<file path="config.mk">
export PLATFORM = sky130hd
export DESIGN_NAME = sprite_compositor
export DESIGN_NICKNAME = d
export VERILOG_FILES = /design/src/rtl/sprite_pkg.sv /design/src/rtl/sprite_fetch.sv /design/src/rtl/sprite_compositor.sv
export SDC_FILE = /design/constraint.sdc
export NUM_CORES = 1
export LEC_CHECK = 0
export ABC_AREA = 1
export BUFFER_PORTS_ARGS = -buffer_cell sky130_fd_sc_hd__buf_4
export CAP_MARGIN = 20
export CORE_ASPECT_RATIO = 0.8
export CORE_MARGIN = 2
export CORE_UTILIZATION = 58
export CTS_BUF_LIST = sky130_fd_sc_hd__clkbuf_4 sky130_fd_sc_hd__clkbuf_8
export CTS_CLUSTER_DIAMETER = 150
export CTS_CLUSTER_SIZE = 25
export DETAILED_ROUTE_END_ITERATION = 16
export PLACE_DENSITY = 0.95
export SLEW_MARGIN = 20
export SYNTH_ARGS = -nofsm -noshare
export SYNTH_HDL_FRONTEND = slang
export SYNTH_HIERARCHICAL = 1
export SYNTH_SLANG_ARGS = --single-unit
</file>
<file path="constraint.sdc">
create_clock -name Clk -period 7.2 [get_ports Clk]
set_clock_uncertainty 0.2 [all_clocks]
set_input_delay 1.8 -clock Clk [delete_from_list [all_inputs] [get_ports Clk]]
set_output_delay 1.8 -clock Clk [all_outputs]
set_load 0.005 [all_outputs]
</file>
<file path="src/rtl/sprite_pkg.sv">
// -----------------------------------------------------------------------------
// sprite_pkg
// Shared types and constants for the sprite compositor.
//   rgb_t       24-bit packed colour {r, g, b}
//   SCREEN_W/H  active display size in pixels / lines
//   TRANSP_KEY  default colour key that marks a sprite texel as see-through
//   spr_aw()    sprite ROM address width = frame bits + log2(SPR_W*SPR_H)
// -----------------------------------------------------------------------------
package sprite_pkg;

  typedef struct packed {
    logic [7:0] r;
    logic [7:0] g;
    logic [7:0] b;
  } rgb_t;

  localparam int SCREEN_W = 640;
  localparam int SCREEN_H = 480;

  localparam logic [23:0] TRANSP_KEY = 24'hFF00FF;

  function automatic int spr_aw(input int frame_w, input int spr_w, input int spr_h);
    return frame_w + $clog2(spr_w * spr_h);
  endfunction

endpackage

</file>
<file path="src/rtl/sprite_fetch.sv">
// -----------------------------------------------------------------------------
// sprite_fetch
// First pipeline stage for one sprite layer: decides whether the current
// pixel falls inside the sprite box and builds the sprite ROM address
// {frame, row, col}. Both results are registered; they hold while
// i_pix_valid is low so the ROM keeps reading a stable address.
//
// Build option: SPRITE_MIRROR_EN - when defined, i_mirror flips the column
// (col = SPR_W-1-dx). When undefined, i_mirror is ignored and col = dx.
// Latency is the same either way.
//
// Ports
//   i_clk, i_srst        clock, synchronous active-high reset
//   i_pix_valid          current DrawX/DrawY is an active pixel
//   i_draw_x, i_draw_y   current pixel position
//   i_spr_x, i_spr_y     sprite top-left corner
//   i_en                 sprite enable
//   i_frame              animation frame select
//   i_mirror             horizontal mirror request
//   o_in_box             registered "pixel lies inside enabled sprite"
//   o_rom_addr           registered sprite ROM address
// -----------------------------------------------------------------------------
module sprite_fetch #(
  parameter int SPR_W   = 16,
  parameter int SPR_H   = 16,
  parameter int FRAME_W = 2,
  parameter int SPR_AW  = sprite_pkg::spr_aw(FRAME_W, SPR_W, SPR_H)
) (
  input  logic               i_clk,
  input  logic               i_srst,
  input  logic               i_pix_valid,
  input  logic [9:0]         i_draw_x,
  input  logic [9:0]         i_draw_y,
  input  logic [9:0]         i_spr_x,
  input  logic [9:0]         i_spr_y,
  input  logic               i_en,
  input  logic [FRAME_W-1:0] i_frame,
  input  logic               i_mirror,
  output logic               o_in_box,
  output logic [SPR_AW-1:0]  o_rom_addr
);
  import sprite_pkg::*;

  localparam int COL_W = $clog2(SPR_W);
  localparam int ROW_W = $clog2(SPR_H);

  localparam logic [9:0]       SPR_W_L = 10'(SPR_W);
  localparam logic [9:0]       SPR_H_L = 10'(SPR_H);
  localparam logic [COL_W-1:0] COL_MAX = COL_W'(SPR_W - 1);

  logic [10:0]       w_dx;
  logic [10:0]       w_dy;
  logic              w_in_box;
  logic [COL_W-1:0]  w_col;
  logic [SPR_AW-1:0] w_addr;

  logic              r_in_box;
  logic [SPR_AW-1:0] r_rom_addr;

  // 11-bit subtraction: bit 10 is the borrow, set whenever the pixel lies
  // left of / above the sprite origin. A sprite parked at e.g. x=1020 is
  // therefore never visible at small DrawX, instead of wrapping round.
  assign w_dx = {1'b0, i_draw_x} - {1'b0, i_spr_x};
  assign w_dy = {1'b0, i_draw_y} - {1'b0, i_spr_y};

  assign w_in_box = i_en && !w_dx[10] && !w_dy[10]
                    && (w_dx[9:0] < SPR_W_L) && (w_dy[9:0] < SPR_H_L);

`ifdef SPRITE_MIRROR_EN
  assign w_col = i_mirror ? (COL_MAX - w_dx[COL_W-1:0]) : w_dx[COL_W-1:0];
`else
  logic w_mirror_unused;
  assign w_mirror_unused = i_mirror;
  assign w_col = w_dx[COL_W-1:0];
`endif

  assign w_addr = {i_frame, w_dy[ROW_W-1:0], w_col};

  always_ff @(posedge i_clk) begin
    if (i_srst) begin
      r_in_box   <= 1'b0;
      r_rom_addr <= '0;
    end else if (i_pix_valid) begin
      r_in_box   <= w_in_box;
      r_rom_addr <= w_addr;
    end
  end

  assign o_in_box   = r_in_box;
  assign o_rom_addr = r_rom_addr;

endmodule

</file>
<file path="src/rtl/sprite_compositor.sv">
// -----------------------------------------------------------------------------
// sprite_compositor
// Composites N_SPR sprite layers over the maze background for every VGA
// pixel, with a fixed 3-edge latency:
//   edge 1  per-sprite box test + ROM addresses (sprite_fetch), maze address
//   edge 2  external synchronous ROMs present data; flags travel alongside
//   edge 3  colour-key test, priority mux (index 0 wins), RGB register,
//           collision flag update
// Sprite 0 is Pac-Man; a frame in which it overlaps sprite i with both
// texels opaque raises coll_flags[i] for the whole following frame.
//
// Build option: SPRITE_MIRROR_EN - enables horizontal mirroring through
// spr_mirror (handled in sprite_fetch). Undefined: spr_mirror is ignored.
//
// Ports
//   Clk, Reset           clock, synchronous active-high reset
//   frame_start          one-cycle pulse at start of each frame
//   pix_valid_in         DrawX/DrawY is an active pixel
//   DrawX, DrawY         pixel column / row
//   spr_x, spr_y         packed sprite top-left positions (10 bits each)
//   spr_en, spr_mirror   per-sprite enable / mirror request
//   spr_frame            packed per-sprite animation frame
//   spr_rom_addr         packed sprite ROM addresses
//   spr_rom_data         packed sprite ROM data (1-cycle read latency)
//   maze_rom_addr/data   background ROM address / data (1-cycle latency)
//   VGA_R/G/B            composited colour, 0 for inactive pixels
//   pix_valid_out        output pixel valid
//   coll_flags           collision snapshot of previous frame, bit 0 = 0
// -----------------------------------------------------------------------------
module sprite_compositor #(
  parameter int          N_SPR      = 4,
  parameter int          SPR_W      = 16,
  parameter int          SPR_H      = 16,
  parameter int          FRAME_W    = 2,
  parameter int          SCREEN_W   = sprite_pkg::SCREEN_W,
  parameter logic [23:0] TRANSP_KEY = sprite_pkg::TRANSP_KEY
) (
  input  logic                       Clk,
  input  logic                       Reset,
  input  logic                       frame_start,
  input  logic                       pix_valid_in,
  input  logic [9:0]                 DrawX,
  input  logic [9:0]                 DrawY,
  input  logic [N_SPR*10-1:0]        spr_x,
  input  logic [N_SPR*10-1:0]        spr_y,
  input  logic [N_SPR-1:0]           spr_en,
  input  logic [N_SPR*FRAME_W-1:0]   spr_frame,
  input  logic [N_SPR-1:0]           spr_mirror,
  output logic [N_SPR*sprite_pkg::spr_aw(FRAME_W, SPR_W, SPR_H)-1:0] spr_rom_addr,
  input  logic [N_SPR*24-1:0]        spr_rom_data,
  output logic [18:0]                maze_rom_addr,
  input  logic [23:0]                maze_rom_data,
  output logic [7:0]                 VGA_R,
  output logic [7:0]                 VGA_G,
  output logic [7:0]                 VGA_B,
  output logic                       pix_valid_out,
  output logic [N_SPR-1:0]           coll_flags
);
  import sprite_pkg::*;

  localparam int SPR_AW = spr_aw(FRAME_W, SPR_W, SPR_H);

  // ---------------------------------------------------------------- stage 1
  logic [N_SPR-1:0] w_in_box_s1;
  logic [18:0]      w_maze_addr;
  logic [18:0]      r_maze_addr;
  logic             r_valid_s1;

  genvar gi;
  generate
    for (gi = 0; gi < N_SPR; gi++) begin : g_fetch
      sprite_fetch #(
        .SPR_W   (SPR_W),
        .SPR_H   (SPR_H),
        .FRAME_W (FRAME_W),
        .SPR_AW  (SPR_AW)
      ) u_fetch (
        .i_clk       (Clk),
        .i_srst      (Reset),
        .i_pix_valid (pix_valid_in),
        .i_draw_x    (DrawX),
        .i_draw_y    (DrawY),
        .i_spr_x     (spr_x[10*gi +: 10]),
        .i_spr_y     (spr_y[10*gi +: 10]),
        .i_en        (spr_en[gi]),
        .i_frame     (spr_frame[FRAME_W*gi +: FRAME_W]),
        .i_mirror    (spr_mirror[gi]),
        .o_in_box    (w_in_box_s1[gi]),
        .o_rom_addr  (spr_rom_addr[SPR_AW*gi +: SPR_AW])
      );
    end
  endgenerate

  assign w_maze_addr = 19'(DrawX) + 19'(DrawY) * 19'(SCREEN_W);

  always_ff @(posedge Clk) begin
    if (Reset) begin
      r_valid_s1  <= 1'b0;
      r_maze_addr <= '0;
    end else begin
      r_valid_s1 <= pix_valid_in;
      // Hold the address on blank pixels so the ROM is not toggled needlessly.
      if (pix_valid_in) begin
        r_maze_addr <= w_maze_addr;
      end
    end
  end

  assign maze_rom_addr = r_maze_addr;

  // ---------------------------------------------------------------- stage 2
  // The external ROMs register their output on this edge, so the data needs
  // no local register; only the stage-1 flags are carried along with it.
  logic             r_valid_s2;
  logic [N_SPR-1:0] r_in_box_s2;

  always_ff @(posedge Clk) begin
    if (Reset) begin
      r_valid_s2  <= 1'b0;
      r_in_box_s2 <= '0;
    end else begin
      r_valid_s2  <= r_valid_s1;
      r_in_box_s2 <= w_in_box_s1;
    end
  end

  // ---------------------------------------------------------------- stage 3
  rgb_t             w_spr_rgb [N_SPR];
  logic [N_SPR-1:0] w_hit;
  logic [N_SPR-1:0] w_coll_new;
  rgb_t             w_pix;

  generate
    for (gi = 0; gi < N_SPR; gi++) begin : g_hit
      assign w_spr_rgb[gi] = rgb_t'(spr_rom_data[24*gi +: 24]);
      assign w_hit[gi]     = r_in_box_s2[gi] && (spr_rom_data[24*gi +: 24] != TRANSP_KEY);
    end
  endgenerate

  // Walk from lowest to highest priority so the lowest-index hit lands last.
  always_comb begin
    w_pix = rgb_t'(maze_rom_data);
    for (int i = N_SPR - 1; i >= 0; i--) begin
      if (w_hit[i]) begin
        w_pix = w_spr_rgb[i];
      end
    end
  end

  // Sprite 0 never collides with itself.
  assign w_coll_new[0] = 1'b0;
  generate
    for (gi = 1; gi < N_SPR; gi++) begin : g_coll
      assign w_coll_new[gi] = r_valid_s2 && w_hit[0] && w_hit[gi];
    end
  endgenerate

  rgb_t             r_rgb;
  logic             r_pix_valid;
  logic [N_SPR-1:0] r_coll_live;
  logic [N_SPR-1:0] r_coll_snap;

  always_ff @(posedge Clk) begin
    if (Reset) begin
      r_rgb       <= '0;
      r_pix_valid <= 1'b0;
    end else begin
      r_pix_valid <= r_valid_s2;
      r_rgb       <= r_valid_s2 ? w_pix : '0;
    end
  end

  // A hit seen on the same edge as frame_start belongs to the new frame:
  // it seeds the freshly cleared live set rather than the snapshot.
  always_ff @(posedge Clk) begin
    if (Reset) begin
      r_coll_live <= '0;
      r_coll_snap <= '0;
    end else if (frame_start) begin
      r_coll_snap <= r_coll_live;
      r_coll_live <= w_coll_new;
    end else begin
      r_coll_live <= r_coll_live | w_coll_new;
    end
  end

  assign VGA_R         = r_rgb.r;
  assign VGA_G         = r_rgb.g;
  assign VGA_B         = r_rgb.b;
  assign pix_valid_out = r_pix_valid;
  assign coll_flags    = r_coll_snap;

endmodule

</file>
# [After elaboration in Yosys (flattened, before gate mapping)]
# Index checks and enable logic that the tools add are counted.
[totals] reg_bits=102 input_bits=240 out_inout_bits=88 word_cells=82
[classes] addsub=9 n_mul=1 order_cmp=8 n_eq_ne=4 mux=5 n_bitwise=2 n_reduce_logical=34
[op_table] operator="24-bit two-way mux" count=4
[op_table] operator="24-bit inequality test (second input constant)" count=4
[op_table] operator="10-bit by 10-bit subtractor with 11-bit output" count=8
[op_table] operator="10-bit by 5-bit < comparator with 1-bit output (second input constant)" count=8
[op_table] operator="1-bit logical AND" count=24
[op_table] operator="10-bit by 19-bit adder with 19-bit output" count=1
[op_table] operator="10-bit by 3-bit multiplier with 12-bit output (second input constant)" count=1
[op_table] operator="1-bit logical NOT" count=8
[op_table] operator="4-bit two-way mux" count=1
[op_table] operator="4-bit OR" count=1
[op_table] operator="2-bit OR reduction" count=2
[op_table] operator="1-bit NOT" count=1

# [Logic depth before layout (Yosys ltp)]
[depth] word_depth=6 depth_mapped=15 ltp_nobuf=15

# [Hierarchy]
# Netlist, hierarchy kept.
[modules_own_cells] module="sprite_fetch (g_fetch[0].u_fetch ...)" instances=3 cells_per_inst=262 area_each_um2=1517.7 seq_area_each_um2=220.2
[modules_own_cells] module="sprite_compositor" instances=1 cells_per_inst=643 area_each_um2=4015.1 seq_area_each_um2=1121.1
[modules_own_cells] module="sprite_fetch (g_fetch[3].u_fetch)" instances=1 cells_per_inst=283 area_each_um2=1616.6 seq_area_each_um2=220.2

# [Least setup slack after synthesis]
# No wires, ideal clock.
[synth_path] path_type="input to register" start="in DrawY[1]" end="reg r_maze_addr[18] (netlist: maze_rom_addr[18])" setup_ps=109 t_arrival_ps=3548 required_ps=6891 path_slack_ps=3343 path_stages=14 n_path_buf=0 path_cell_list="ha_1 > ha_1 > fa_1 > nand2_1 > inv_1 > nand2_1 > nor2_2 > nand3_2 > nor2_4 > nand2_1 > nand2_1 > nand3_1 > nand2_1 > inv_1"
[synth_between] elab_chain_cells=2
[synth_rtl] item="start: declaration" line="sprite_compositor.sv:43" rtl="input logic [9:0] DrawY,"
[synth_rtl] item="10-bit by 3-bit multiplier with 12-bit output" line="sprite_compositor.sv:94" rtl="assign w_maze_addr = 19'(DrawX) + 19'(DrawY) * 19'(SCREEN_W);"
[synth_rtl] item="10-bit by 19-bit adder with 19-bit output" line="sprite_compositor.sv:94"
[synth_rtl] item="end signal: assignment" line="sprite_compositor.sv:104" rtl="r_maze_addr <= w_maze_addr;"
[synth_rtl] item="end: declaration" line="sprite_compositor.sv:66" rtl="logic [18:0] r_maze_addr;"
# No other way between the ends.
# A chain may end at the register's enable or synchronous reset.

# [Final worst setup path]
# Same ends and word-level chain as after synthesis.

==> results.sh <==
export IMPL_die_area_sq_mm=0.0186
export IMPL_maxCapViolations=0
export IMPL_reg2regPathDepth=5
export IMPL_max_freq_ghz=0.257
export IMPL_critical_path_class="in -> reg"
export IMPL_cts_sinks=100
export IMPL_ant_nets=0
export IMPL_postCtsResizedCells=0
export IMPL_drv_slew=0
export IMPL_ys_ff_latch=100
export IMPL_grt_antenna_before_repair=0
export IMPL_track_usage_pct=36.1
export IMPL_rsz0062_at_grt="false"
export IMPL_nets=2353
export IMPL_tightest_slew_ps=981
export IMPL_clockBufferDepth=2
export IMPL_syn_inst=1712
export IMPL_r2r_end="VGA_R[3]$_SDFF_PP0_"
export IMPL_maxSlewHeadroom_pct=34.5
export IMPL_syn_area_per_cell_sq_um=5.95
export IMPL_grt_pass1_wl_mm=54.5
export IMPL_internal_power_mw=1.04
export IMPL_num_vias=12100
export IMPL_period_share_pct=54.1
export IMPL_tns_ps=0
export IMPL_hold_end="r_valid_s2$_SDFF_PP0_"
export IMPL_cp_start_kind="primary input"
export IMPL_status="completed"
export IMPL_hold_path_class="reg -> reg"
export IMPL_nFillCells=1445
export IMPL_overflow=0
export IMPL_synth_nets=2061
export IMPL_routabilityCongestion=0.968
export IMPL_ys_types=35
export IMPL_crit_fanout=11
export IMPL_die_x_microns=152
export IMPL_layout_commonest_cell="nand2_1"
export IMPL_via_per_inst=5.43
export IMPL_arrival_ps=4020
export IMPL_min_delay_start="r_valid_s1$_SDFF_PP0_"
export IMPL_hold_viol=0
export IMPL_required_ps=7330
export IMPL_synth_flop_cell="dfxtp_1"
export IMPL_postRouteWirelength_mm=34.8
export IMPL_clkPwrFrac_pct=23.3
export IMPL_drtPass1Iterations=6
export IMPL_clockRootBuffer="clkbuf_8"
export IMPL_grt_max_degree=82
export IMPL_ys_seq_area_share_pct=19.7
export IMPL_switching_share_pct=39.6
export IMPL_fin_crit_ps=3890
export IMPL_powerDensity_mw_per_mm2=133
export IMPL_cts_tree="done"
export IMPL_cts_buffers=9
export IMPL_die_h_microns=123
export IMPL_r2r_start="r_in_box_s2[3]$_SDFF_PP0_"
export IMPL_core_area_sq_mm=0.0173
export IMPL_area_delta_synth_final_pct=26.7
export IMPL_clkLatencyLatePin_ps=410
export IMPL_ir_drop_mv=0.108
export IMPL_post_route_drc_count=0
export IMPL_ys_async_sr_fraction_pct=0
export IMPL_grt_pass1_vias=11100
export IMPL_crit_path_end_kind="flip-flop"
export IMPL_holdWs_ps=217
export IMPL_final_cell_mix="nand2_1, buf_4, inv_1"
export IMPL_ys_warn_count=6
export IMPL_diodes=0
export IMPL_clk_pin_slew_ps=120
export IMPL_num_rows=43
export IMPL_drive_gt1_share_pct=19.6
export IMPL_portBuffers=322
export IMPL_synth_cell_area_sq_mm=0.0102
export IMPL_detail_route_wl_per_cell_microns=15.6
export IMPL_synth_edf_count=0
export IMPL_hold_depth=2
export IMPL_postCtsHoldBufs=0
export IMPL_pin_count=328
export IMPL_place_hpwl_mm=27.6
export IMPL_p_leak_nw=7.41
export IMPL_power_switching_mw=0.680
export IMPL_post_route_util_pct=74.7
export IMPL_post_cts_setup_buffers=0
export IMPL_start_util_pct=59.0
export IMPL_sequentialPowerShare_pct=35.0
export IMPL_htreeDepth=3
export IMPL_drt_initial_drc_count=920
export IMPL_pwr_share_comb_pct=41.7
export IMPL_rrSetupSlack_ps=4700
export IMPL_setup_viol=0
==> metrics by stage <==
step           instance area [sq um]  power [mW]  worst slack (ps)  std cells
4_1_cts                        12900        1.71              3310       2234
2_1_floorplan                  10200        1.04              3340       1712
5_1_grt                        12900        1.83              3150       2234
6_report                       12900        1.72              3310       2234
3_3_place_gp                   12700        1.30              2960       2218
3_5_place_dp                   12700        1.31              2870       2218
==> synth_stat cells, types with 9 or more instances <==
| cell type | n | area share (%) |
|---|---|---|
| nand3b_1 | 27 | 2.0 |
| nand3_1 | 161 | 7.9 |
| xnor2_1 | 10 | 0.86 |
| nand4_1 | 36 | 2.2 |
| nand2_2 | 17 | 1.0 |
| nand3_2 | 12 | 1.2 |
| fa_1 | 10 | 2.0 |
| dfxtp_1 | 100 | 20 |
| a21oi_2 | 11 | 0.95 |
| nor2_1 | 195 | 7.2 |
| a21oi_1 | 101 | 5.0 |
| ha_1 | 99 | 12 |
| a211oi_1 | 9 | 0.66 |
| inv_1 | 298 | 11 |
| xor2_1 | 20 | 1.7 |
| clkbuf_1 | 28 | 1.0 |
| nand2_1 | 459 | 17 |
| o21ai_0 | 59 | 2.9 |
==> registers in the layout (all words and copies together), names as in the netlist <==
name and count:
r_in_box_s2 4, r_valid_s2 1, coll_flags 3, pix_valid_out 1, g_fetch.u_fetch/o_in_box 4, VGA_G 8
r_coll_live 3, VGA_R 8, r_valid_s1 1, g_fetch.u_fetch/o_rom_addr 40, maze_rom_addr 19, VGA_B 8
==> final cells by class <==
| class | count | area (sq um) | area share [%] |
|---|---|---|---|
| multi-input cells | 1263 | 6830 | 52.9 |
| repair buffers | 324 | 2430 | 18.8 |
| flip-flops and latches | 100 | 2000 | 15.5 |
| inverters | 306 | 1150 | 8.90 |
| well taps | 225 | 282 | 2.18 |
| clock buffers | 9 | 124 | 0.960 |
| clock inverters | 7 | 91.3 | 0.708 |
==> layer usage <==
metal	share of wire, %	routed length [microns]	global-route usage (%)	vias to the layer above
met5	0	0	0	-
met4	5.4	1880	17.8	0
met3	9.0	3150	6.85	122
met2	46	16000	62.0	648
met1	39	13700	43.8	5355
li1	-	-	-	6005
==> power groups by stage <==
stage | Combinational [mW] | Clock (mW) | Sequential (mW)
2_1_floorplan | 0.425 | 0 | 0.614
3_3_place_gp | 0.685 | 0 | 0.611
3_5_place_dp | 0.702 | 0 | 0.613
4_1_cts | 0.706 | 0.406 | 0.600
5_1_grt | 0.800 | 0.423 | 0.604
6_report | 0.717 | 0.400 | 0.601
==> cells by family (layout without fill, tap and decap cells) <==
kind of cell	count (synthesis)	in the layout	share of synthesized area [%]
other	1	1	0.0368
XOR/XNOR	30	30	2.58
AO/OA/AOI/OAI	200	200	10.8
flip-flops	100	100	19.7
AND/OR/NAND/NOR	923	923	39.4
buffers and inverters	349	646	13.3
adder cells (fa/ha/maj)	109	109	14.1
==> critical path, cell delays in order <==
cell     delay, ps
buf_4          240
ha_1           280
ha_1           230
fa_1           430
xor2_1         240
inv_1           90
nor2_2         180
nand3_2        110
nor2_4         130
nand2_1         60
nand2_1         50
nand3_1         60
nand2_1         90
inv_1           30
==> worst max path at each step <==
stage          slack (ps)      from  cells after the start                             end
6_report             3310  DrawY[1]                     14  maze_rom_addr[18]$_SDFFE_PP0P_
5_1_grt              3150  DrawY[1]                     14  maze_rom_addr[18]$_SDFFE_PP0P_
4_1_cts              3310  DrawY[1]                     14  maze_rom_addr[18]$_SDFFE_PP0P_
3_5_place_dp         2870  DrawY[1]                     14  maze_rom_addr[18]$_SDFFE_PP0P_
3_3_place_gp         2960  DrawY[1]                     14  maze_rom_addr[18]$_SDFFE_PP0P_
2_1_floorplan        3340  DrawY[1]                     14  maze_rom_addr[18]$_SDFFE_PP0P_
Note: power is estimated with default switching activity, not from simulation.
